===== src/rtl/conf_mul_pkg.sv =====
// Shared constants and precision helpers for the configurable-precision multiplier.
// The mask helpers are sized by MAX_W_DEF, so instantiations keep MAX_W equal to it.
package conf_mul_pkg;

  localparam int unsigned MAX_W_DEF  = 24;
  localparam int unsigned PREC_W_DEF = 5;

  // Number of operand LSBs dropped for a requested precision; prec==0 keeps one bit.
  function automatic int unsigned clamp_prec(input int unsigned prec);
    int unsigned p_eff;
    if (prec == 0) begin
      p_eff = 1;
    end else if (prec > MAX_W_DEF) begin
      p_eff = MAX_W_DEF;
    end else begin
      p_eff = prec;
    end
    return MAX_W_DEF - p_eff;
  endfunction

  // Ones in the low t bits; t >= MAX_W_DEF yields all ones.
  function automatic logic [MAX_W_DEF-1:0] low_mask(input int unsigned t);
    return ~({MAX_W_DEF{1'b1}} << t);
  endfunction

endpackage


===== src/rtl/conf_int_mul__apx_mask.sv =====
// Operand masking: derives the truncation amount from acc_sel/prec and clears
// the dropped operand LSBs before they reach the multiplier.
module conf_int_mul__apx_mask
  import conf_mul_pkg::*;
#(
  parameter int MAX_W  = MAX_W_DEF,
  parameter int PREC_W = PREC_W_DEF
) (
  input  logic [MAX_W-1:0]  a_i,
  input  logic [MAX_W-1:0]  b_i,
  input  logic              acc_sel_i,
  input  logic [PREC_W-1:0] prec_i,
  output logic [MAX_W-1:0]  a_m_o,
  output logic [MAX_W-1:0]  b_m_o,
  output logic [PREC_W-1:0] t_o,
  output logic              apx_o
);

  int unsigned      t_int;
  logic [MAX_W-1:0] keep;

  always_comb begin
    if (acc_sel_i) begin
      t_int = 0;
    end else begin
      t_int = clamp_prec(32'(prec_i));
    end
    keep = ~low_mask(t_int);
  end

  assign a_m_o = a_i & keep;
  assign b_m_o = b_i & keep;
  assign t_o   = PREC_W'(t_int);
  assign apx_o = (t_int != 0);

endmodule


===== src/rtl/conf_int_mul__pipe__apx_sel.sv =====
// Two-stage configurable-precision unsigned multiplier with valid/ready flow
// control, an approximate-result tag and a saturating approximate-op counter.
module conf_int_mul__pipe__apx_sel
  import conf_mul_pkg::*;
#(
  parameter int MAX_W  = MAX_W_DEF,
  parameter int PREC_W = PREC_W_DEF,
  parameter int CNT_W  = 16
) (
  input  logic               clk,
  input  logic               rst,
  input  logic               in_valid,
  output logic               in_ready,
  input  logic [MAX_W-1:0]   a,
  input  logic [MAX_W-1:0]   b,
  input  logic               acc_sel,
  input  logic [PREC_W-1:0]  prec,
  output logic               out_valid,
  input  logic               out_ready,
  output logic [2*MAX_W-1:0] d,
  output logic               d_apx,
  output logic [CNT_W-1:0]   apx_cnt,
  input  logic               cnt_clr
);

  localparam int P_W = 2 * MAX_W;

  // Handshake: a beat transfers on a rising edge where valid && ready. The whole
  // pipe advances when the output slot is empty or being drained (adv); otherwise
  // every stage holds and d/d_apx stay stable. in_ready never depends on in_valid.
  logic adv;
  logic accept;

  logic [MAX_W-1:0]  a_m;
  logic [MAX_W-1:0]  b_m;
  logic [PREC_W-1:0] t_new;
  logic              apx_new;

  logic              s1_valid_q, s1_valid_d;
  logic [MAX_W-1:0]  s1_a_q, s1_a_d;
  logic [MAX_W-1:0]  s1_b_q, s1_b_d;
  logic [PREC_W-1:0] s1_t_q, s1_t_d;
  logic              s1_apx_q, s1_apx_d;

  logic              out_valid_q, out_valid_d;
  logic [P_W-1:0]    d_q, d_d;
  logic              d_apx_q, d_apx_d;
  logic [CNT_W-1:0]  cnt_q, cnt_d;

  logic [P_W-1:0]    prod;
  logic [P_W-1:0]    zero_mask;

  assign adv      = !out_valid_q || out_ready;
  assign in_ready = adv && rst;
  assign accept   = in_valid && in_ready;

  conf_int_mul__apx_mask #(
    .MAX_W  (MAX_W),
    .PREC_W (PREC_W)
  ) u_apx_mask (
    .a_i       (a),
    .b_i       (b),
    .acc_sel_i (acc_sel),
    .prec_i    (prec),
    .a_m_o     (a_m),
    .b_m_o     (b_m),
    .t_o       (t_new),
    .apx_o     (apx_new)
  );

  assign prod = P_W'(s1_a_q) * P_W'(s1_b_q);

  // Low 2t product bits, built from two operand-width masks (upper half only when 2t > MAX_W).
  always_comb begin
    int unsigned two_t;
    int unsigned hi_t;
    two_t = 32'(s1_t_q) << 1;
    if (two_t > MAX_W) begin
      hi_t = two_t - MAX_W;
    end else begin
      hi_t = 0;
    end
    zero_mask = {low_mask(hi_t), low_mask(two_t)};
  end

  always_comb begin
    s1_valid_d  = s1_valid_q;
    s1_a_d      = s1_a_q;
    s1_b_d      = s1_b_q;
    s1_t_d      = s1_t_q;
    s1_apx_d    = s1_apx_q;
    out_valid_d = out_valid_q;
    d_d         = d_q;
    d_apx_d     = d_apx_q;
    if (adv) begin
      s1_valid_d = accept;
      if (accept) begin
        s1_a_d   = a_m;
        s1_b_d   = b_m;
        s1_t_d   = t_new;
        s1_apx_d = apx_new;
      end
      out_valid_d = s1_valid_q;
      if (s1_valid_q) begin
        d_d     = prod & ~zero_mask;
        d_apx_d = s1_apx_q;
      end
    end
  end

  always_comb begin
    cnt_d = cnt_q;
    if (cnt_clr) begin
      cnt_d = '0;
    end else if (accept && apx_new && (cnt_q != {CNT_W{1'b1}})) begin
      cnt_d = cnt_q + CNT_W'(1);
    end
  end

  always_ff @(posedge clk) begin
    if (!rst) begin
      s1_valid_q  <= 1'b0;
      s1_a_q      <= '0;
      s1_b_q      <= '0;
      s1_t_q      <= '0;
      s1_apx_q    <= 1'b0;
      out_valid_q <= 1'b0;
      d_q         <= '0;
      d_apx_q     <= 1'b0;
      cnt_q       <= '0;
    end else begin
      s1_valid_q  <= s1_valid_d;
      s1_a_q      <= s1_a_d;
      s1_b_q      <= s1_b_d;
      s1_t_q      <= s1_t_d;
      s1_apx_q    <= s1_apx_d;
      out_valid_q <= out_valid_d;
      d_q         <= d_d;
      d_apx_q     <= d_apx_d;
      cnt_q       <= cnt_d;
    end
  end

  assign out_valid = out_valid_q;
  assign d         = d_q;
  assign d_apx     = d_apx_q;
  assign apx_cnt   = cnt_q;

endmodule

===== config.mk =====
export PLATFORM = sky130hd
export DESIGN_NAME = conf_int_mul__pipe__apx_sel
export DESIGN_NICKNAME = d
export VERILOG_FILES = /design/src/rtl/conf_mul_pkg.sv /design/src/rtl/conf_int_mul__apx_mask.sv /design/src/rtl/conf_int_mul__pipe__apx_sel.sv
export SDC_FILE = /design/constraint.sdc
export NUM_CORES = 2
export LEC_CHECK = 0
export BUFFER_PORTS_ARGS = -buffer_cell sky130_fd_sc_hd__buf_2
export CELL_PAD_IN_SITES_DETAIL_PLACEMENT = 0
export CELL_PAD_IN_SITES_GLOBAL_PLACEMENT = 1
export CORE_MARGIN = 2
export CORE_UTILIZATION = 40
export DETAILED_ROUTE_END_ITERATION = 10
export PLACE_DENSITY_LB_ADDON = 0.1
export RECOVER_POWER = 50
export SLEW_MARGIN = 10
export SYNTH_ARGS = -nofsm -noshare
export SYNTH_HDL_FRONTEND = slang
export SYNTH_SLANG_ARGS = --single-unit

===== constraint.sdc =====
create_clock -name clk -period 12.8 [get_ports clk]
set_input_delay 1.28 -clock clk [delete_from_list [all_inputs] [get_ports clk]]
set_output_delay 1.28 -clock clk [all_outputs]
set_load 0.01 [all_outputs]

==> out/qor.yml <==
yosys:
  synth-main-ff-cell: "dfxtp_1"
  synth_cell_types: 59
  synth_top_area_share_pct: 40.0
  async_flop_share_pct: 0
  netlist_top_cells_count: "574 x inv_1, 482 x fa_1, 371 x nand2_1"
  synth_area_per_cell_sq_um: 8.70
  synth_seq_cells: 121
  syn_nets: 3495
  synthTopCellsByArea: "fa_1 40%, dfxtp_1 10%, ha_1 9.3%, inv_1 8.9%, and2_1 7.6%"
  synth-edff-count: 0
  seq_area_frac_synth_pct: 10.0
  yosysMostFrequentCell: "inv_1"
  syn_inst: 2775
  syn_area_sq_um: 24100
  yosys.area.top_type: "fa_1"
  ys_warn_count: 0
clock_tree:
  cts_setup_buffers: 0
  root_buffer: "clkbuf_16"
  cts_tree: "yes"
  clkLatencyLatePin_ns: 0.42
  cts_resized: 0
  clock-sinks: 121
  cts_buffers: 17
  holdBufCountCts: 0
  htreeDepth: 4
  cts_max_path_buffers: 2
  clk_pin_slew_ns: 0.06
placed_design:
  place_congestion: 0.843
  io_buffer_count: 125
  place_hpwl_microns: 57300
global_routing:
  grt_max_degree: 104
  grt_pass1_vias: 19700
  grt_antenna_before_repair: 1
  grt_pass1_wl_microns: 116000
  overflow: 0
  grt_usage_pct: 24.2
detailed_routing:
  drt-vias-per-instance: 5.11
  via_count: 18400
  drt_iter0_drc: 1079
  wl_microns: 71800
  ant_nets: 0
  drc_errors: 0
  wl_per_cell_microns: 19.9
  dr.pass1.iters: 7
final_layout:
  n_fill_cell: 6062
  drive_gt1_share_pct: 4.85
  layout.nets: 3530
  syn_to_final_growth_pct: 7.71
  post-route-util_pct: 43.3
critical_path:
  critPathMaxFanout: 25
  required_ns: 13.11
  worst-setup-path-type: "register to register"
  start_kind: "register"
  cp.arrival_ns: 8.31
  cp-end-kind: "register"
sta:
  fin_crit_sh_pct: 62.5
  tightest_slew_ns: 4.00
  fin_worst_skew_ns: 0.00879
  setup_viol: 0
  clock.fmax_mhz: 125
  timing.final.crit_period_ns: 8.00
  slew_violations: 164
  final-hold-violation-count: 0
  rsz0062_at_grt: "no"
  finalSetupTns_ns: 0
  relSlewSlack_pct: -167
floorplanning:
  die_x_microns: 250
  row_count: 90
  num_io_pins: 126
  dieArea_sq_um: 62300
  core_area_sq_um: 60000
  die_h_microns: 250
  start_util_pct: 40.2
power:
  p_leak_uw: 0.0126
  p_per_area_nw_per_um2: 45.8
  ir_worst_vdd_mv: 0.0880
  power_uw: 1190
flow_run:
  maxCapViolCount: 2
run_status:
  violations: "max-capacitance violations, max-slew violations"
  status: "finished, violations left"
min_path:
  hold_class: "register to register"
-- final timing paths --
path | start | endpoint | slack (ns) | depth (start not counted)
hold / removal | d[37] | d[37] | 0.45 | 2
setup / recovery | s1_a_q[16] | d[46] | 4.80 | 23
setup reg to reg | s1_a_q[16] | d[46] | 4.80 | 23
hold reg to reg | d[37] | d[37] | 0.45 | 2
-- worst max-delay path, cell delays in order, from the launching register on --
cell,delay [ns]
dfxtp_1,1.13
nand2_1,0.21
fa_1,0.60
inv_1,0.05
fa_1,0.49
inv_1,0.06
fa_1,0.51
fa_1,0.52
inv_1,0.05
fa_1,0.49
fa_1,0.56
inv_1,0.07
fa_1,0.49
inv_1,0.04
ha_1,0.35
and3_1,0.21
and2_1,0.21
a221oi_1,0.46
nor2b_1,0.13
o31a_1,0.41
o21a_1,0.25
a21oi_1,0.17
nand2_1,0.07
a221o_1,0.33
-- layout by cell type (no fill, tap or decap), types with 9 or more instances in the layout --
cell type,n
inv_1,574
fa_1,482
nand2_1,370
and2_1,292
ha_1,179
dfxtp_1,121
nor2b_1,82
a21oi_1,70
clkbuf_1,70
nor2_1,67
buf_2,59
a22oi_1,51
buf_4,38
xnor2_1,33
nand3_1,33
o21ai_0,30
a21o_1,24
o21ai_1,17
or3_1,17
clkbuf_16,17
a21boi_0,16
nor3_1,12
a32oi_1,11
and3_1,11
o21a_1,11
xor2_1,11
a31oi_1,9
-- cells by family (layout without fill, tap and decap cells) --
family                   after synthesis  in the layout  share of synthesized area, %
AO/OA/AOI/OAI                        298            298                          8.31
XOR/XNOR                              44             44                          1.60
adder cells (fa/ha/maj)              661            661                          49.3
buffers and inverters                723            771                          11.3
flip-flops                           121            121                          10.0
multiplexers                           2              2                        0.0830
other                                  0              3                             0
AND/OR/NAND/NOR                      926            926                          19.5
-- sequential cells by signal (all words and copies together), names as in the netlist --
| register | flops |
|---|---|
| apx_cnt | 16 |
| d | 48 |
| d_apx | 1 |
| out_valid | 1 |
| s1_a_q | 24 |
| s1_apx_q | 1 |
| s1_b_q | 24 |
| s1_t_q | 5 |
| s1_valid_q | 1 |
-- power breakdown --
group          total [uW]  internal, uW  switching [uW]
sequential            412           388            24.6
clock                 495           309             186
combinational         284          92.9             191
-- per-stage QoR --
stage / worst slack, ns / instances / hold slack, ns / cell area, sq um
after floorplan: 5.93 / 2775 / 0.441 / 24100
after global placement: 5.01 / 3573 / 0.440 / 25500
after detailed placement: 4.90 / 3573 / 0.442 / 25500
after CTS: 4.87 / 3605 / 0.452 / 26100
after global routing: 4.48 / 3605 / 0.469 / 26000
final: 4.80 / 3608 / 0.453 / 26000
-- per-layer routing --
layer | wire length (microns) | GRT usage, % | vias to the layer above | share of wire, %
met2 | 33000 | 39.0 | 457 | 46
met1 | 34800 | 35.6 | 9447 | 48
met5 | 0 | 0 | - | 0
li1 | - | - | 8477 | -
met4 | 1010 | 4.48 | 0 | 1.4
met3 | 3010 | 2.13 | 47 | 4.2
-- layout make-up --
cell class	count	area, sq um	area share [%]
Tap cell	782	978	3.76
Sequential cell	121	2420	9.32
Inverter	574	2150	8.29
Clock inverter	9	114	0.438
Antenna cell	3	7.51	0.0289
Timing Repair Buffer	165	836	3.22
Multi-Input combinational cell	1931	19000	73.1
Clock buffer	23	488	1.88
No activity file was read; power rests on OpenSTA's default activity.
